File: config.mk
export PLATFORM = sky130hd
export DESIGN_NAME = alu_arbiter
export DESIGN_NICKNAME = d
export VERILOG_FILES = /design/src/rtl/alu_arbiter.sv
export SDC_FILE = /design/constraint.sdc
export NUM_CORES = 1
export LEC_CHECK = 0
export ABC_AREA = 1
export BUFFER_PORTS_ARGS = -buffer_cell sky130_fd_sc_hd__buf_2
export CORE_MARGIN = 2
export CORE_UTILIZATION = 35
export CTS_CLUSTER_DIAMETER = 120
export DETAILED_ROUTE_END_ITERATION = 8
export SYNTH_ARGS = -nofsm -noshare
export SYNTH_HDL_FRONTEND = slang
export SYNTH_SLANG_ARGS = --single-unit
File: constraint.sdc
create_clock -name clk -period 3.1 [get_ports clk]
set_input_delay 0.465 -clock clk [delete_from_list [all_inputs] [get_ports clk]]
set_output_delay 0.465 -clock clk [all_outputs]
set_load 0.02 [all_outputs]
File: src/rtl/alu_arbiter.sv
// Two-requester round-robin front end for a shared combinational ALU mux.
// Optional ALU_ARBITER_FLAGS_EN adds registered zero/negative flags on rsp_flags.
module alu_arbiter #(
   parameter int unsigned N = 4
) (
   input  logic         clk,
   input  logic         rst,
   input  logic         req0_valid,
   output logic         req0_ready,
   input  logic [3:0]   req0_op,
   input  logic [N-1:0] req0_a,
   input  logic [N-1:0] req0_b,
   input  logic         req1_valid,
   output logic         req1_ready,
   input  logic [3:0]   req1_op,
   input  logic [N-1:0] req1_a,
   input  logic [N-1:0] req1_b,
   output logic [3:0]   alu_sel,
   output logic [N-1:0] alu_a,
   output logic [N-1:0] alu_b,
   input  logic [N-1:0] alu_result,
   output logic         rsp_valid,
   input  logic         rsp_ready,
   output logic         rsp_id,
   output logic [N-1:0] rsp_result,
`ifdef ALU_ARBITER_FLAGS_EN
   output logic [1:0]   rsp_flags,
`endif
   output logic         rsp_err
);

   localparam int unsigned OP_W = 4;

   typedef enum logic [1:0] {IDLE, EXEC, RESP} state_t;

   state_t          state_q, state_d;
   logic [OP_W-1:0] op_q, op_d;
   logic [N-1:0]    a_q, a_d, b_q, b_d;
   logic [N-1:0]    res_q, res_d;
   logic            valid_q, valid_d;
   logic            id_q, id_d;
   logic            err_q, err_d;
   logic            last_q, last_d;
   logic [1:0]      flags_q, flags_d;
   logic            grant1;
   logic [OP_W-1:0] win_op;

   // Next-state, latch updates and the acceptance handshake.
   always_comb begin
      state_d    = state_q;
      op_d       = op_q;
      a_d        = a_q;
      b_d        = b_q;
      res_d      = res_q;
      valid_d    = valid_q;
      id_d       = id_q;
      err_d      = err_q;
      last_d     = last_q;
      flags_d    = flags_q;
      req0_ready = 1'b0;
      req1_ready = 1'b0;
      grant1     = req1_valid && (!req0_valid || !last_q);
      win_op     = grant1 ? req1_op : req0_op;

      case (state_q)
         IDLE: begin
            if (!rst && (req0_valid || req1_valid)) begin
               req0_ready = !grant1;
               req1_ready = grant1;
               a_d        = grant1 ? req1_a : req0_a;
               b_d        = grant1 ? req1_b : req0_b;
               last_d     = grant1;
               id_d       = grant1;
               // Illegal opcodes never reach alu_sel; they answer immediately.
               if (win_op[3:2] == 2'b00) begin
                  op_d    = win_op;
                  state_d = EXEC;
               end else begin
                  res_d   = '0;
                  err_d   = 1'b1;
                  flags_d = 2'b00;
                  valid_d = 1'b1;
                  state_d = RESP;
               end
            end
         end
         EXEC: begin
            res_d   = alu_result;
            err_d   = 1'b0;
            flags_d = {alu_result[N-1], (alu_result == '0)};
            valid_d = 1'b1;
            state_d = RESP;
         end
         RESP: begin
            if (rsp_ready) begin
               valid_d = 1'b0;
               state_d = IDLE;
            end
         end
         default: state_d = IDLE;
      endcase
   end

   // State and datapath registers; reset discards any operation in flight.
   always_ff @(posedge clk) begin
      if (rst) begin
         state_q <= IDLE;
         op_q    <= '0;
         a_q     <= '0;
         b_q     <= '0;
         res_q   <= '0;
         valid_q <= 1'b0;
         id_q    <= 1'b0;
         err_q   <= 1'b0;
         last_q  <= 1'b1;
         flags_q <= 2'b00;
      end else begin
         state_q <= state_d;
         op_q    <= op_d;
         a_q     <= a_d;
         b_q     <= b_d;
         res_q   <= res_d;
         valid_q <= valid_d;
         id_q    <= id_d;
         err_q   <= err_d;
         last_q  <= last_d;
         flags_q <= flags_d;
      end
   end

   assign alu_sel    = op_q;
   assign alu_a      = a_q;
   assign alu_b      = b_q;
   assign rsp_valid  = valid_q;
   assign rsp_id     = id_q;
   assign rsp_result = res_q;
   assign rsp_err    = err_q;
`ifdef ALU_ARBITER_FLAGS_EN
   assign rsp_flags  = flags_q;
`else
   logic unused_flags;
   assign unused_flags = ^flags_q;
`endif

endmodule

==> flow_metrics.py, run 1 <==
metrics = {
    "outcome": {
        "outcome": "finished clean",
    },
    "placed_design": {
        "dp_hpwl_um": 1870,
        "routabilityCongestion": 0.722,
        "io_buffer_count": 53,
        "dpl.cell_count": 216,
    },
    "worst_setup_path": {
        "cp.arrival_ps": 1470,
        "worstSetupPathType": "reg -> out",
        "cp_data_required_time_ps": 2630,
        "worst-path-max-fanout": 14,
        "worstSetupStartpointType": "flop",
        "crit_path_end_kind": "output pin",
    },
    "routing": {
        "ant_nets": 0,
        "drc": 0,
        "viasPerCell": 4.69,
        "firstDrtPassIters": 4,
        "first_iter_violations": 24,
        "via_count": 1032,
        "drt-wirelength-per-cell_um": 10.6,
        "totalWireLength_um": 2330,
    },
    "timing": {
        "rsz0062_at_grt": "no",
        "fin_setup_tns_ps": 0,
        "setup_violations": 0,
        "worst_pin_slew_ps": 373,
        "report.final.slew_viol_count": 0,
        "post-route-period-util_pct": 62.3,
        "hold_viol": 0,
        "fin_skew_ps": 0.864,
        "period_minus_slack_ps": 1930,
        "max_slew_margin_pct": 75.1,
        "fmax_mhz": 518,
    },
    "floorplan": {
        "dieHeight_um": 59.2,
        "coreArea_um2": 2980,
        "io_pins": 54,
        "die-area_um2": 3500,
        "start_util_pct": 35.8,
        "num_rows": 20,
        "die_x_um": 59.2,
    },
    "global_route": {
        "overflow": 0,
        "grt_pass1_vias": 938,
        "grt_pass1_wl_um": 3790,
        "antenna_found_initial": 0,
        "grt_max_degree": 19,
        "grtUsageTotal_pct": 14.2,
    },
    "logic_synthesis": {
        "ys_top_cells_by_area": "dfxtp_1 (41%), nand2_1 (15%), a21oi_1 (6.6%)",
        "synth_seq_area_share_pct": 41.4,
        "synth_top_area_share_pct": 41.4,
        "synth_common_cells": "nand2_1 (42), dfxtp_1 (22), a21oi_1 (14), nor2_1 (8), inv_1 (7)",
        "synth_edf_count": 0,
        "synth_area_per_cell_um2": 7.95,
        "ys_seq_elements": 22,
        "syn-num-nets": 167,
        "synthArstFlopShare_pct": 0,
        "yosys_warnings": 0,
        "yosysTopAreaCell": "dfxtp_1",
        "synth_cell_types": 23,
        "yosys_most_used_dff": "dfxtp_1",
        "syn_area_um2": 1060,
        "synth_cells": 134,
        "synth_most_common_cell": "nand2_1",
    },
    "min_path": {
        "hold_path_class": "in -> reg",
    },
    "power_and_ir_drop": {
        "p_leak_nw": 0.682,
        "power-per-cell-area_nw_per_um2": 524,
        "ir_drop_v": 0.000200,
    },
    "cts": {
        "postCtsSetupBuffers": 0,
        "cts_htree_levels": 1,
        "clk_pin_slew_ps": 130,
        "clk_latency_ps": 300,
        "hold_buffers": 0,
        "cts_buffer_depth": 2,
        "post_cts_resized": 0,
        "numCtsBuffers": 3,
        "cts.sinks": 22,
        "cts_tree": "done",
        "root_buffer": "clkbuf_4",
    },
    "cells_and_area": {
        "final_util_pct": 46.6,
        "layout-drive-gt1-share_pct": 41.7,
        "area_growth_pct": 30.2,
        "num_antenna_cells": 0,
        "multi_input_area_um2": 548,
        "fin_cells": 220,
        "ff_latch_area_um2": 440,
        "final_net_count": 221,
        "fillers": 309,
    },
    "flow_run": {
        "max-cap-violations": 0,
    },
}
## final timing paths
check	end	cells after the start	startpoint	slack, ps
setup / recovery	req0_ready	4	state_q[0]	1170
hold / removal	rsp_result[0]	3	alu_result[0]	400
setup reg to reg	alu_b[2]	5	state_q[0]	1850
hold reg to reg	alu_sel[3]	2	alu_sel[3]	450
## per-stage QoR
step,power [mW],hold slack (ps),cell area (um2),setup WS (ps)
2_1_floorplan,0.464,500,1060,1560
3_3_place_gp,0.514,431,1330,1220
3_5_place_dp,0.516,434,1330,1180
4_1_cts,0.735,392,1390,1150
5_1_grt,0.772,375,1390,1050
6_report,0.727,397,1390,1170
## sequential cells by signal, summed over array words and instances (netlist names)
signal	flops
last_q	1
rsp_result	4
state_q	2
alu_sel	4
alu_b	4
rsp_valid	1
alu_a	4
rsp_err	1
rsp_id	1
## report_power, final
group | total, mW | switching [mW] | leakage, nW | internal (mW)
clock | 0.219 | 0.0886 | 0.0279 | 0.131
combinational | 0.186 | 0.117 | 0.475 | 0.0690
sequential | 0.322 | 0.0155 | 0.180 | 0.306
## kinds of logic (layout without fill, tap and decap cells)
group / after synthesis / count (layout) / share of synthesized area [%]
AND/OR/NAND/NOR: 70 / 70 / 35.0
AO/OA/AOI/OAI: 28 / 28 / 16.5
buffers and inverters: 14 / 67 / 7.17
flip-flops: 22 / 22 / 41.4
## per-layer routing
layer | track usage (%) | part of all wire [%] | vias up | wire (um)
li1 | - | - | 536 | -
met5 | 0 | 0 | - | 0
met2 | 25.4 | 49 | 27 | 1150
met3 | 3.49 | 5.1 | 2 | 119
met1 | 16.3 | 45 | 467 | 1040
met4 | 4.87 | 0.81 | 0 | 19
## area by class of cell
| class | count | area share [%] |
|---|---|---|
| clock buffer | 3 | 1.62 |
| clock inverter | 1 | 2.17 |
| inverter | 10 | 2.80 |
| multi-input combinational | 98 | 39.5 |
| sequential | 22 | 31.8 |
| tap | 33 | 2.98 |
| timing repair buffer | 53 | 19.1 |
## critical path, cell delays in order, from the launching register on
cell and delay (ps):
dfxtp_1 380, nor2_4 180, nand2_4 160, a21oi_4 230, buf_2 210
## layout by cell type, fill, tap and decap left out, types with 2 or more instances in the layout
master / synthesis / routed
buf_2: 0 / 53
nand2_1: 42 / 42
dfxtp_1: 22 / 22
a21oi_1: 14 / 14
nor2_1: 8 / 8
inv_1: 7 / 7
nand3_1: 6 / 6
nor2_4: 5 / 5
a21boi_1: 5 / 5
nand2_4: 4 / 4
a21oi_2: 3 / 3
o21ai_1: 3 / 3
clkbuf_4: 0 / 3
inv_2: 2 / 2
o21ai_0: 2 / 2
nand3_2: 2 / 2
Power figures use the tool's default switching activity.
==> run 2: changes to the inputs <==
PLACE_DENSITY = 0.67   (was not set)
clock period = 1.7 ns   (was 3.1 ns; I/O delays follow)
==> run 2 against run 1 <==
Cell area rose by 1.7%; die area unchanged; global-route usage increased by 0.33 points; clock skew increased by 1.3 ps; register-to-register slack lost 1400 ps; cell count up 1.8%; sequential power increased by 82%; first-iteration DRC count increased by 88%; critical endpoint is now req1_ready.
==> flow_metrics.py, run 2 (synthesis gave the netlist of run 1 again) <==
metrics = {
    "outcome": {
        "outcome": "finished clean",
    },
    "min_path": {
        "hold_path_class": "in -> reg",
    },
    "worst_setup_path": {
        "cp_common_cell": "nor2_4",
        "worstSetupStartpointType": "flop",
        "worstSetupPathType": "reg -> out",
        "cp_data_required_time_ps": 1440,
        "cpMaxStageDelayCell": "dfxtp_1",
        "crit_path_end_kind": "output pin",
        "critical_path.top_delay_family": "simple AND/OR/NAND/NOR gates",
        "cp.buffers_inverters": 1,
        "critical_path.cell_chain": "nor2_4 -> nand2_8 -> nor2_4 -> buf_2",
        "cpPeakStageDelay_ps": 370,
        "reg2reg_slack_ps": 430,
        "worst-path-max-fanout": 14,
        "cp.arrival_ps": 1360,
    },
    "cts": {
        "cts_htree_levels": 1,
        "cts.sinks": 22,
        "hold_buffers": 0,
        "clk_pin_slew_ps": 120,
        "clk_latency_ps": 300,
        "numCtsBuffers": 3,
        "root_buffer": "clkbuf_4",
        "cts_buffer_depth": 2,
        "cts_tree": "done",
    },
    "routing": {
        "ant_nets": 0,
        "firstDrtPassIters": 4,
        "drc": 0,
        "viasPerCell": 4.60,
        "totalWireLength_um": 2360,
        "via_count": 1030,
        "first_iter_violations": 45,
        "drt-wirelength-per-cell_um": 10.5,
    },
    "cells_and_area": {
        "final_cell_mix": "buf_2 (53), nand2_1 (42), dfxtp_1 (21)",
        "final_common_cell": "buf_2",
        "final_net_count": 225,
        "area_growth_pct": 32.4,
        "fin_cells": 224,
        "fillers": 315,
        "final_util_pct": 47.4,
        "layout-drive-gt1-share_pct": 43.5,
        "num_antenna_cells": 0,
    },
    "timing": {
        "hold_viol": 0,
        "post-route-period-util_pct": 95.0,
        "fin_skew_ps": 2.19,
        "max_slew_margin_pct": 83.0,
        "period_minus_slack_ps": 1610,
        "report.final.slew_viol_count": 0,
        "fmax_mhz": 619,
        "setup_violations": 0,
        "rsz0062_at_grt": "no",
        "fin_setup_tns_ps": 0,
        "worst_pin_slew_ps": 255,
        "layout_setup_ws_ps": 85.6,
    },
    "placed_design": {
        "pre_cts_slack_ps": 284,
        "routabilityCongestion": 0.759,
        "io_buffer_count": 53,
        "dpl.cell_count": 218,
        "dp_hpwl_um": 1830,
    },
    "floorplan": {
        "io_pins": 54,
        "start_util_pct": 35.8,
        "dieHeight_um": 59.2,
        "num_rows": 20,
        "coreArea_um2": 2980,
        "die_x_um": 59.2,
        "die-area_um2": 3500,
    },
    "power_and_ir_drop": {
        "ir_drop_v": 0.000414,
        "power.total_mw": 1.24,
        "power-per-cell-area_nw_per_um2": 881,
        "p_leak_nw": 0.694,
    },
    "global_route": {
        "grt_pass1_wl_um": 3990,
        "grt_pass1_vias": 974,
        "grt_max_degree": 17,
        "grtUsageTotal_pct": 14.5,
        "antenna_found_initial": 0,
        "overflow": 0,
    },
    "flow_run": {
        "max-cap-violations": 0,
    },
}
-- run 2: cell count changes in the layout (fill, tap and decap cells not counted) --
cell,before,now
buf_4,0,4
bufinv_16,1,0
nand2_4,4,3
clkbuf_8,0,1
dfxtp_1,22,21
dfxtp_2,0,1
nand2_8,0,1
-- run 2: final timing paths --
kind,to,cells past startpoint,start
worst max-delay path,req1_ready,4,state_q[1]
worst min-delay path,rsp_result[2],3,alu_result[2]
worst max register to register,alu_b[2],6,state_q[1]
worst min register to register,alu_sel[3],2,alu_sel[3]
-- run 2: report_power, final --
part,total [mW],internal (mW),switching (mW)
logic,0.370,0.145,0.225
registers,0.586,0.559,0.0276
clock network,0.286,0.131,0.156
total,1.24,0.834,0.408
-- run 2: worst reg2reg max path: stages, from the launching register on --
cell and delay, ps:
dfxtp_1 370, nor2_4 210, nand2_8 130, a21oi_4 150
buf_4 160, nand2_1 60, a21oi_1 130
-- run 2: layout make-up --
cell class	instances	area (um2)	share of cell area (%)
clock buffer	4	36.3	2.57
inverter	10	38.8	2.75
multi-input combinational	98	557	39.5
sequential	22	442	31.3
tap	33	41.3	2.93
timing repair buffer	57	295	20.9
-- run 2: routing by layer --
metal | vias up | share of wire, % | routed length [um] | global-route usage (%)
li1 | 546 | - | - | -
met1 | 449 | 47 | 1110 | 18.5
met2 | 33 | 46 | 1080 | 24.6
met3 | 2 | 6.1 | 144 | 3.71
met4 | 0 | 1.1 | 27 | 3.25
met5 | - | 0 | 0 | 0
-- run 2: per-stage QoR --
step	hold WS (ps)	instance area, um2
finish	185	1410
floorplan	402	1060
global route	178	1410
CTS	173	1390
detailed placement	433	1350
global placement	431	1350
-- run 2: repair_timing --
item,4_1_cts,5_1_grt
resized for setup,0,2
buffers inserted,0,2
setup endpoints to repair,0,2
